$ cat src/rtl/hazard_stall_ctrl_pkg.sv
//==============================================================================
// Module : pipe_pkg
// Brief  : Shared pipeline constants and the Tuse/Tnew source-hazard helper.
// Rev    : 1.0
//==============================================================================
`default_nettype none

package pipe_pkg;

    typedef logic [4:0] reg_addr_t;
    typedef logic [1:0] timing_t;

    localparam timing_t   TUSE_NONE   = 2'd3;
    localparam reg_addr_t REG_ZERO    = 5'd0;
    localparam int        MULT_CYC_DEF = 5;
    localparam int        DIV_CYC_DEF  = 10;
    localparam int        CNT_W_DEF    = 4;

    // A source stalls when a live producer will not have its result ready by
    // the time this instruction needs it.
    function automatic logic src_hazard(
        input reg_addr_t src,
        input timing_t   tuse,
        input reg_addr_t a3_e,
        input timing_t   tnew_e,
        input reg_addr_t a3_m,
        input timing_t   tnew_m
    );
        return (src != REG_ZERO) && (tuse != TUSE_NONE) &&
               (((src == a3_e) && (tnew_e > tuse)) ||
                ((src == a3_m) && (tnew_m > tuse)));
    endfunction

endpackage

`default_nettype wire

$ cat src/rtl/hazard_stall_ctrl_if.sv
//==============================================================================
// Module : hazard_stall_ctrl_if
// Brief  : Pipeline-side hazard information in, stall/flush controls out.
// Rev    : 1.0
//==============================================================================
`default_nettype none

interface hazard_stall_ctrl_if;
    import pipe_pkg::*;

    reg_addr_t   rs_D;
    reg_addr_t   rt_D;
    timing_t     tuse_rs_D;
    timing_t     tuse_rt_D;
    logic        md_use_D;
    reg_addr_t   a3_E;
    timing_t     tnew_E;
    reg_addr_t   a3_M;
    timing_t     tnew_M;
    logic        md_start_E;
    logic        md_is_div_E;

    logic        StallF;
    logic        StallD;
    logic        FlushE;
    logic        md_busy;
    logic [31:0] stall_cnt;

    modport master (
        output rs_D, rt_D, tuse_rs_D, tuse_rt_D, md_use_D,
        output a3_E, tnew_E, a3_M, tnew_M, md_start_E, md_is_div_E,
        input  StallF, StallD, FlushE, md_busy, stall_cnt
    );

    modport slave (
        input  rs_D, rt_D, tuse_rs_D, tuse_rt_D, md_use_D,
        input  a3_E, tnew_E, a3_M, tnew_M, md_start_E, md_is_div_E,
        output StallF, StallD, FlushE, md_busy, stall_cnt
    );

endinterface

`default_nettype wire

$ cat src/rtl/hazard_stall_ctrl_md_busy_counter.sv
//==============================================================================
// Module : md_busy_counter
// Brief  : Loadable down-counter tracking mult/div unit occupancy.
// Rev    : 1.0
//==============================================================================
`default_nettype none

module md_busy_counter #(
    parameter int MULT_CYC = 5,
    parameter int DIV_CYC  = 10,
    parameter int CNT_W    = 4
) (
    input  wire logic clk,
    input  wire logic reset,
    input  wire logic i_start,
    input  wire logic i_is_div,
    output logic      o_busy
);

    // The start cycle is itself the first busy cycle, so the counter only
    // covers the remaining CYC-1 cycles.
    localparam logic [CNT_W-1:0] c_mult_load = CNT_W'(MULT_CYC - 1);
    localparam logic [CNT_W-1:0] c_div_load  = CNT_W'(DIV_CYC - 1);

    logic [CNT_W-1:0] r_cnt;

    always_ff @(posedge clk or negedge reset) begin
        if (!reset) begin
            r_cnt <= '0;
        end else if (i_start) begin
            r_cnt <= i_is_div ? c_div_load : c_mult_load;
        end else if (r_cnt != '0) begin
            r_cnt <= r_cnt - 1'b1;
        end
    end

    assign o_busy = reset & ((r_cnt != '0) | i_start);

endmodule

`default_nettype wire

$ cat src/rtl/hazard_stall_ctrl.sv
//==============================================================================
// Module : hazard_stall_ctrl
// Brief  : Stall/flush controller for RAW and mult/div structural hazards.
// Rev    : 1.0
//==============================================================================
`default_nettype none

module hazard_stall_ctrl
    import pipe_pkg::*;
#(
    parameter int MULT_CYC = MULT_CYC_DEF,
    parameter int DIV_CYC  = DIV_CYC_DEF,
    parameter int CNT_W    = CNT_W_DEF
) (
    input  wire logic          clk,
    input  wire logic          reset,
    hazard_stall_ctrl_if.slave bus
);

    logic        w_stall_rs;
    logic        w_stall_rt;
    logic        w_md_busy;
    logic        w_md_stall;
    logic        w_stall;
    logic [31:0] r_stall_cnt;

    md_busy_counter #(
        .MULT_CYC (MULT_CYC),
        .DIV_CYC  (DIV_CYC),
        .CNT_W    (CNT_W)
    ) u_md_busy_counter (
        .clk      (clk),
        .reset    (reset),
        .i_start  (bus.md_start_E),
        .i_is_div (bus.md_is_div_E),
        .o_busy   (w_md_busy)
    );

    assign w_stall_rs = src_hazard(bus.rs_D, bus.tuse_rs_D, bus.a3_E, bus.tnew_E,
                                   bus.a3_M, bus.tnew_M);
    assign w_stall_rt = src_hazard(bus.rt_D, bus.tuse_rt_D, bus.a3_E, bus.tnew_E,
                                   bus.a3_M, bus.tnew_M);
    assign w_md_stall = bus.md_use_D & w_md_busy;

    // Everything is held quiet while reset is low, regardless of inputs.
    assign w_stall    = reset & (w_stall_rs | w_stall_rt | w_md_stall);

    always_ff @(posedge clk or negedge reset) begin
        if (!reset) begin
            r_stall_cnt <= '0;
        end else if (w_stall && (r_stall_cnt != 32'hFFFF_FFFF)) begin
            r_stall_cnt <= r_stall_cnt + 32'd1;
        end
    end

    assign bus.StallF    = w_stall;
    assign bus.StallD    = w_stall;
    assign bus.FlushE    = w_stall;
    assign bus.md_busy   = w_md_busy;
    assign bus.stall_cnt = r_stall_cnt;

endmodule

`default_nettype wire

$ cat src/flat_wrapper.sv
// flat-port wrapper written by rule: the top's interface ports become plain ports
module hazard_stall_ctrl_flat import pipe_pkg::*;
#(
    parameter int MULT_CYC = MULT_CYC_DEF,
    parameter int DIV_CYC  = DIV_CYC_DEF,
    parameter int CNT_W    = CNT_W_DEF
)
  (clk, reset, bus_rs_D, bus_rt_D, bus_tuse_rs_D, bus_tuse_rt_D, bus_md_use_D, bus_a3_E, bus_tnew_E, bus_a3_M, bus_tnew_M, bus_md_start_E, bus_md_is_div_E, bus_StallF, bus_StallD, bus_FlushE, bus_md_busy, bus_stall_cnt);
  hazard_stall_ctrl_if bus_i ();
  input  wire logic clk;
  input  wire logic reset;
  input wire logic [$bits(bus_i.rs_D)-1:0] bus_rs_D;
  input wire logic [$bits(bus_i.rt_D)-1:0] bus_rt_D;
  input wire logic [$bits(bus_i.tuse_rs_D)-1:0] bus_tuse_rs_D;
  input wire logic [$bits(bus_i.tuse_rt_D)-1:0] bus_tuse_rt_D;
  input wire logic [$bits(bus_i.md_use_D)-1:0] bus_md_use_D;
  input wire logic [$bits(bus_i.a3_E)-1:0] bus_a3_E;
  input wire logic [$bits(bus_i.tnew_E)-1:0] bus_tnew_E;
  input wire logic [$bits(bus_i.a3_M)-1:0] bus_a3_M;
  input wire logic [$bits(bus_i.tnew_M)-1:0] bus_tnew_M;
  input wire logic [$bits(bus_i.md_start_E)-1:0] bus_md_start_E;
  input wire logic [$bits(bus_i.md_is_div_E)-1:0] bus_md_is_div_E;
  output wire logic [$bits(bus_i.StallF)-1:0] bus_StallF;
  output wire logic [$bits(bus_i.StallD)-1:0] bus_StallD;
  output wire logic [$bits(bus_i.FlushE)-1:0] bus_FlushE;
  output wire logic [$bits(bus_i.md_busy)-1:0] bus_md_busy;
  output wire logic [$bits(bus_i.stall_cnt)-1:0] bus_stall_cnt;
  assign bus_i.rs_D = bus_rs_D;
  assign bus_i.rt_D = bus_rt_D;
  assign bus_i.tuse_rs_D = bus_tuse_rs_D;
  assign bus_i.tuse_rt_D = bus_tuse_rt_D;
  assign bus_i.md_use_D = bus_md_use_D;
  assign bus_i.a3_E = bus_a3_E;
  assign bus_i.tnew_E = bus_tnew_E;
  assign bus_i.a3_M = bus_a3_M;
  assign bus_i.tnew_M = bus_tnew_M;
  assign bus_i.md_start_E = bus_md_start_E;
  assign bus_i.md_is_div_E = bus_md_is_div_E;
  assign bus_StallF = bus_i.StallF;
  assign bus_StallD = bus_i.StallD;
  assign bus_FlushE = bus_i.FlushE;
  assign bus_md_busy = bus_i.md_busy;
  assign bus_stall_cnt = bus_i.stall_cnt;
  hazard_stall_ctrl #(.MULT_CYC(MULT_CYC), .DIV_CYC(DIV_CYC), .CNT_W(CNT_W)) u_core (.clk(clk), .reset(reset), .bus(bus_i));
endmodule
$ cat config.mk
export PLATFORM = sky130hd
export DESIGN_NAME = hazard_stall_ctrl_flat
export DESIGN_NICKNAME = d
export VERILOG_FILES = /design/src/rtl/hazard_stall_ctrl_pkg.sv /design/src/rtl/hazard_stall_ctrl_if.sv /design/src/rtl/hazard_stall_ctrl_md_busy_counter.sv /design/src/rtl/hazard_stall_ctrl.sv /design/src/flat_wrapper.sv
export SDC_FILE = /design/constraint.sdc
export NUM_CORES = 1
export LEC_CHECK = 0
export CAP_MARGIN = 20
export CORE_AREA = 2 2 75 77
export CTS_CLUSTER_DIAMETER = 100
export DETAILED_ROUTE_END_ITERATION = 10
export DIE_AREA = 0 0 77 79
export GPL_ROUTABILITY_DRIVEN = 0
export HOLD_SLACK_MARGIN = 0.05
export PLACE_DENSITY = 0.72
export SETUP_SLACK_MARGIN = 0.02
export SLEW_MARGIN = 5
export SYNTH_ARGS = -nofsm -noshare
export SYNTH_HDL_FRONTEND = slang
export SYNTH_HIERARCHICAL = 1
export SYNTH_SLANG_ARGS = --single-unit
$ cat constraint.sdc
create_clock -name clk -period 3.37 [get_ports clk]
set_clock_uncertainty 0.2 [all_clocks]
set_input_delay 0.5055 -clock clk [delete_from_list [all_inputs] [get_ports clk]]
set_output_delay 0.5055 -clock clk [all_outputs]
set_load 0.02 [all_outputs]
==> reports/metrics.cfg <==
[outcome]
outcome = finished clean

[critical_path]
ff2ff_path_depth = 8
worst_path_dominant_cell_family = buffers and inverters
cp-start-kind = input pin
path_max_fanout = 3
crit_required_ns = 2.66
end_kind = output pin
max_stage_delay_ns = 0.48
cp_num_buf_inv = 4
path_cells = clkdlybuf4s50_1 -> inv_1 -> ha_1 -> nand2_1 -> nand4_1 -> or4_4 -> a21oi_4 -> nor3_1 -> inv_1 -> buf_6
cp.arrival_ns = 2.51
critPathKind = input pin to output pin
crit_slowest_cell = clkdlybuf4s50_1
cpMostUsedCell = inv_1
critical_path_depth = 10

[global_route]
use_met3_pct = 3.864
grt_max_degree = 27
grt_pass1_vias = 2014
use_met1_pct = 26.67
antenna_found_initial = 0
gr-usage-met2_pct = 33.33
busiest_layer = met2
grt_util_all_layers_pct = 19.87
overflow = 0
grt_first_pass_wirelength_um = 9570

[logic_synthesis]
ys_warn_count = 6
synth_most_common_cell = dfrtp_1
ys_seq_elements = 36
ys_seq_area_share_pct = 39.60
syn-cell-area_um2 = 2275
synthArstFlopShare_pct = 100.0
synth_nets = 281
synth_edf_count = 0
synth_ff_type = dfrtp_1
synth_area_leaders = dfrtp_1 40%, xor2_1 12%, xnor2_1 7.3%
syn_inst = 237
synth_top_area_share_pct = 39.60
ys_types = 41
synth_common_cells = 36 x dfrtp_1, 32 x xor2_1, 23 x nand2_1, 21 x nor3_1, 20 x inv_1
synth_largest_area_cell = dfrtp_1
avgSynthCellArea_um2 = 9.598

[routing]
ant_nets = 0
drtPass1Iterations = 4
drc = 0
routedWlPerCell_um = 15.10
wirelength_um = 6087
vias = 2091
via_per_inst = 5.189
drt_first_iter_violations = 100

[sta]
tightest_slew_ns = 0.7811
slew_headroom_pct = 47.48
final.min_clock_period_ns = 3.213
setup_tns_ns = 0
hold_violations = 0
finalCritPeriodShare_pct = 95.33
slew_viol_final = 0
rsz0062_at_grt = no
setup_violations = 0
worst_slack_ns = 0.1573
whs_ns = 0.2844
fmax_ghz = 0.3113

[floorplanning]
core_area_um2 = 5338
start_util_pct = 42.62
die_y_um = 79
die-area_um2 = 6083
row_count = 27
die_w_um = 77
io_pins = 69

[power_and_ir_drop]
p_int_w = 0.0008345
ir_drop_mv = 0.3547
switching_power_w = 0.0003688
p_sw_share_pct = 30.65
seqPwrFrac_pct = 43.7
power.density_nw_per_um2 = 365.1
power_frac_clock_pct = 27.5
combPwrFrac_pct = 28.8
power.leakage_nw = 1.499
power.total_w = 0.001203

[cells_and_area]
final_util_pct = 61.74
fillerInstances = 504
layout.nets = 375
area_delta_synth_final_pct = 44.88
final_layout_size_suffix_gt1_share_pct = 14.20
antenna_cells = 0

[min_path]
worstHoldPathCells = 1
min_path_type = flip-flop to flip-flop

[clocking]
clk_pin_slew_worst_paths_ns = 0.07
cts-root-buf = clkbuf_8
clockBufferDepth = 2
clkSinkCount = 36
htree_levels = 2
tritoncts = yes
cts_inserted_buffers = 5
clock_latency_ns = 0.29

[job]
cap_violations = 0

[place]
detailedPlacementHpwl_um = 4426
io_buffers = 68
preCtsSetupSlack_ns = -0.5166

## power groups by stage
stage | Sequential (W) | Clock [W] | Combinational (W)
2_1_floorplan | 0.000560 | 0 | 0.000144
3_3_place_gp | 0.000533 | 0 | 0.000333
3_5_place_dp | 0.000533 | 0 | 0.000342
4_1_cts | 0.000527 | 0.000337 | 0.000343
5_1_grt | 0.000535 | 0.000361 | 0.000378
6_report | 0.000526 | 0.000331 | 0.000346
## what timing repair did
action,CTS,global route
endpoints found under the hold margin,10,0
gates cloned,0,1
setup endpoints to repair,3,18
hold buffers,1,0
pin swaps,1,4
gates resized for setup,16,4
setup buffers,1,0
## state kept, by name, summed over array words and instances (netlist names)
name,count
u_core/bus.stall_cnt,32
u_core/u_md_busy_counter/r_cnt,4
## stage by stage
step,instance area [µm²],std cells
after global placement,3156,393
final,3296,403
after floorplan,2275,237
after detailed placement,3156,393
after global routing,3296,403
after CTS,3264,402
## cells in the final DEF (no fill, tap or decap), types with 2 or more instances in the layout
| cell | instances |
|---|---|
| or3_1 | 2 |
| xor2_1 | 32 |
| buf_6 | 3 |
| nor3_1 | 21 |
| a21oi_1 | 4 |
| xnor2_1 | 19 |
| and3_2 | 2 |
| inv_1 | 20 |
| clkdlybuf4s50_1 | 64 |
| nor4_1 | 8 |
| nand2_1 | 23 |
| nand3_1 | 11 |
| nand4_1 | 7 |
| buf_4 | 22 |
| clkbuf_8 | 7 |
| dfrtp_1 | 36 |
| nor2_1 | 11 |
| or4_4 | 2 |
| ha_1 | 11 |
## final cells by class
cell class                 instances  area [µm²]  share of cell area, %
clock buffer                       7       96.34                  2.923
inverter                          20       75.07                  2.278
multi-input combinational        177        1279                  38.80
sequential                        36       900.9                  27.33
tap                               72       90.09                  2.733
timing repair buffer              91       854.6                  25.93
## path summary, 6_finish.rpt
kind / startpoint / endpoint / slack, ns
worst max-delay path: bus_tuse_rs_D[1] / bus_StallD / 0.16
worst min-delay path: u_core/bus.stall_cnt[5] / u_core/bus.stall_cnt[5] / 0.28
worst max register to register: u_core/u_md_busy_counter/r_cnt[0] / u_core/bus.stall_cnt[23] / 0.46
worst min register to register: u_core/bus.stall_cnt[5] / u_core/bus.stall_cnt[5] / 0.28
max in group asynchronous: reset / u_core/bus.stall_cnt[30] / 1.84
min in group asynchronous: reset / u_core/bus.stall_cnt[11] / 0.45
## worst register-to-register path, delay by kind of cell (launching register included)
family | cells | cell delay (ns)
simple gates | 3 | 0.79
flops | 1 | 0.40
xor+xnor | 1 | 0.18
compound gates | 2 | 0.91
fa+ha+maj | 1 | 0.20
buf+inv | 1 | 0.09
## cell families (layout without fill, tap and decap cells)
logic type	count (synthesis)	in the layout	synth area share (%)
buffers and inverters	25	118	5.170
AOI/OAI and AO/OA	16	17	6.601
and+or+nand+nor	96	96	21.95
DFF	36	36	39.60
xor gates and xnor gates	51	51	19.64
muxes	2	2	0.9900
adders and majority gates	11	11	6.051
## layer usage
layer | routed length, µm | part of all wire (%)
met1 | 2799 | 46
met2 | 2809 | 46
met3 | 423 | 6.9
met4 | 55 | 0.90
met5 | 0 | 0
Note: power is estimated with default switching activity, not from simulation.
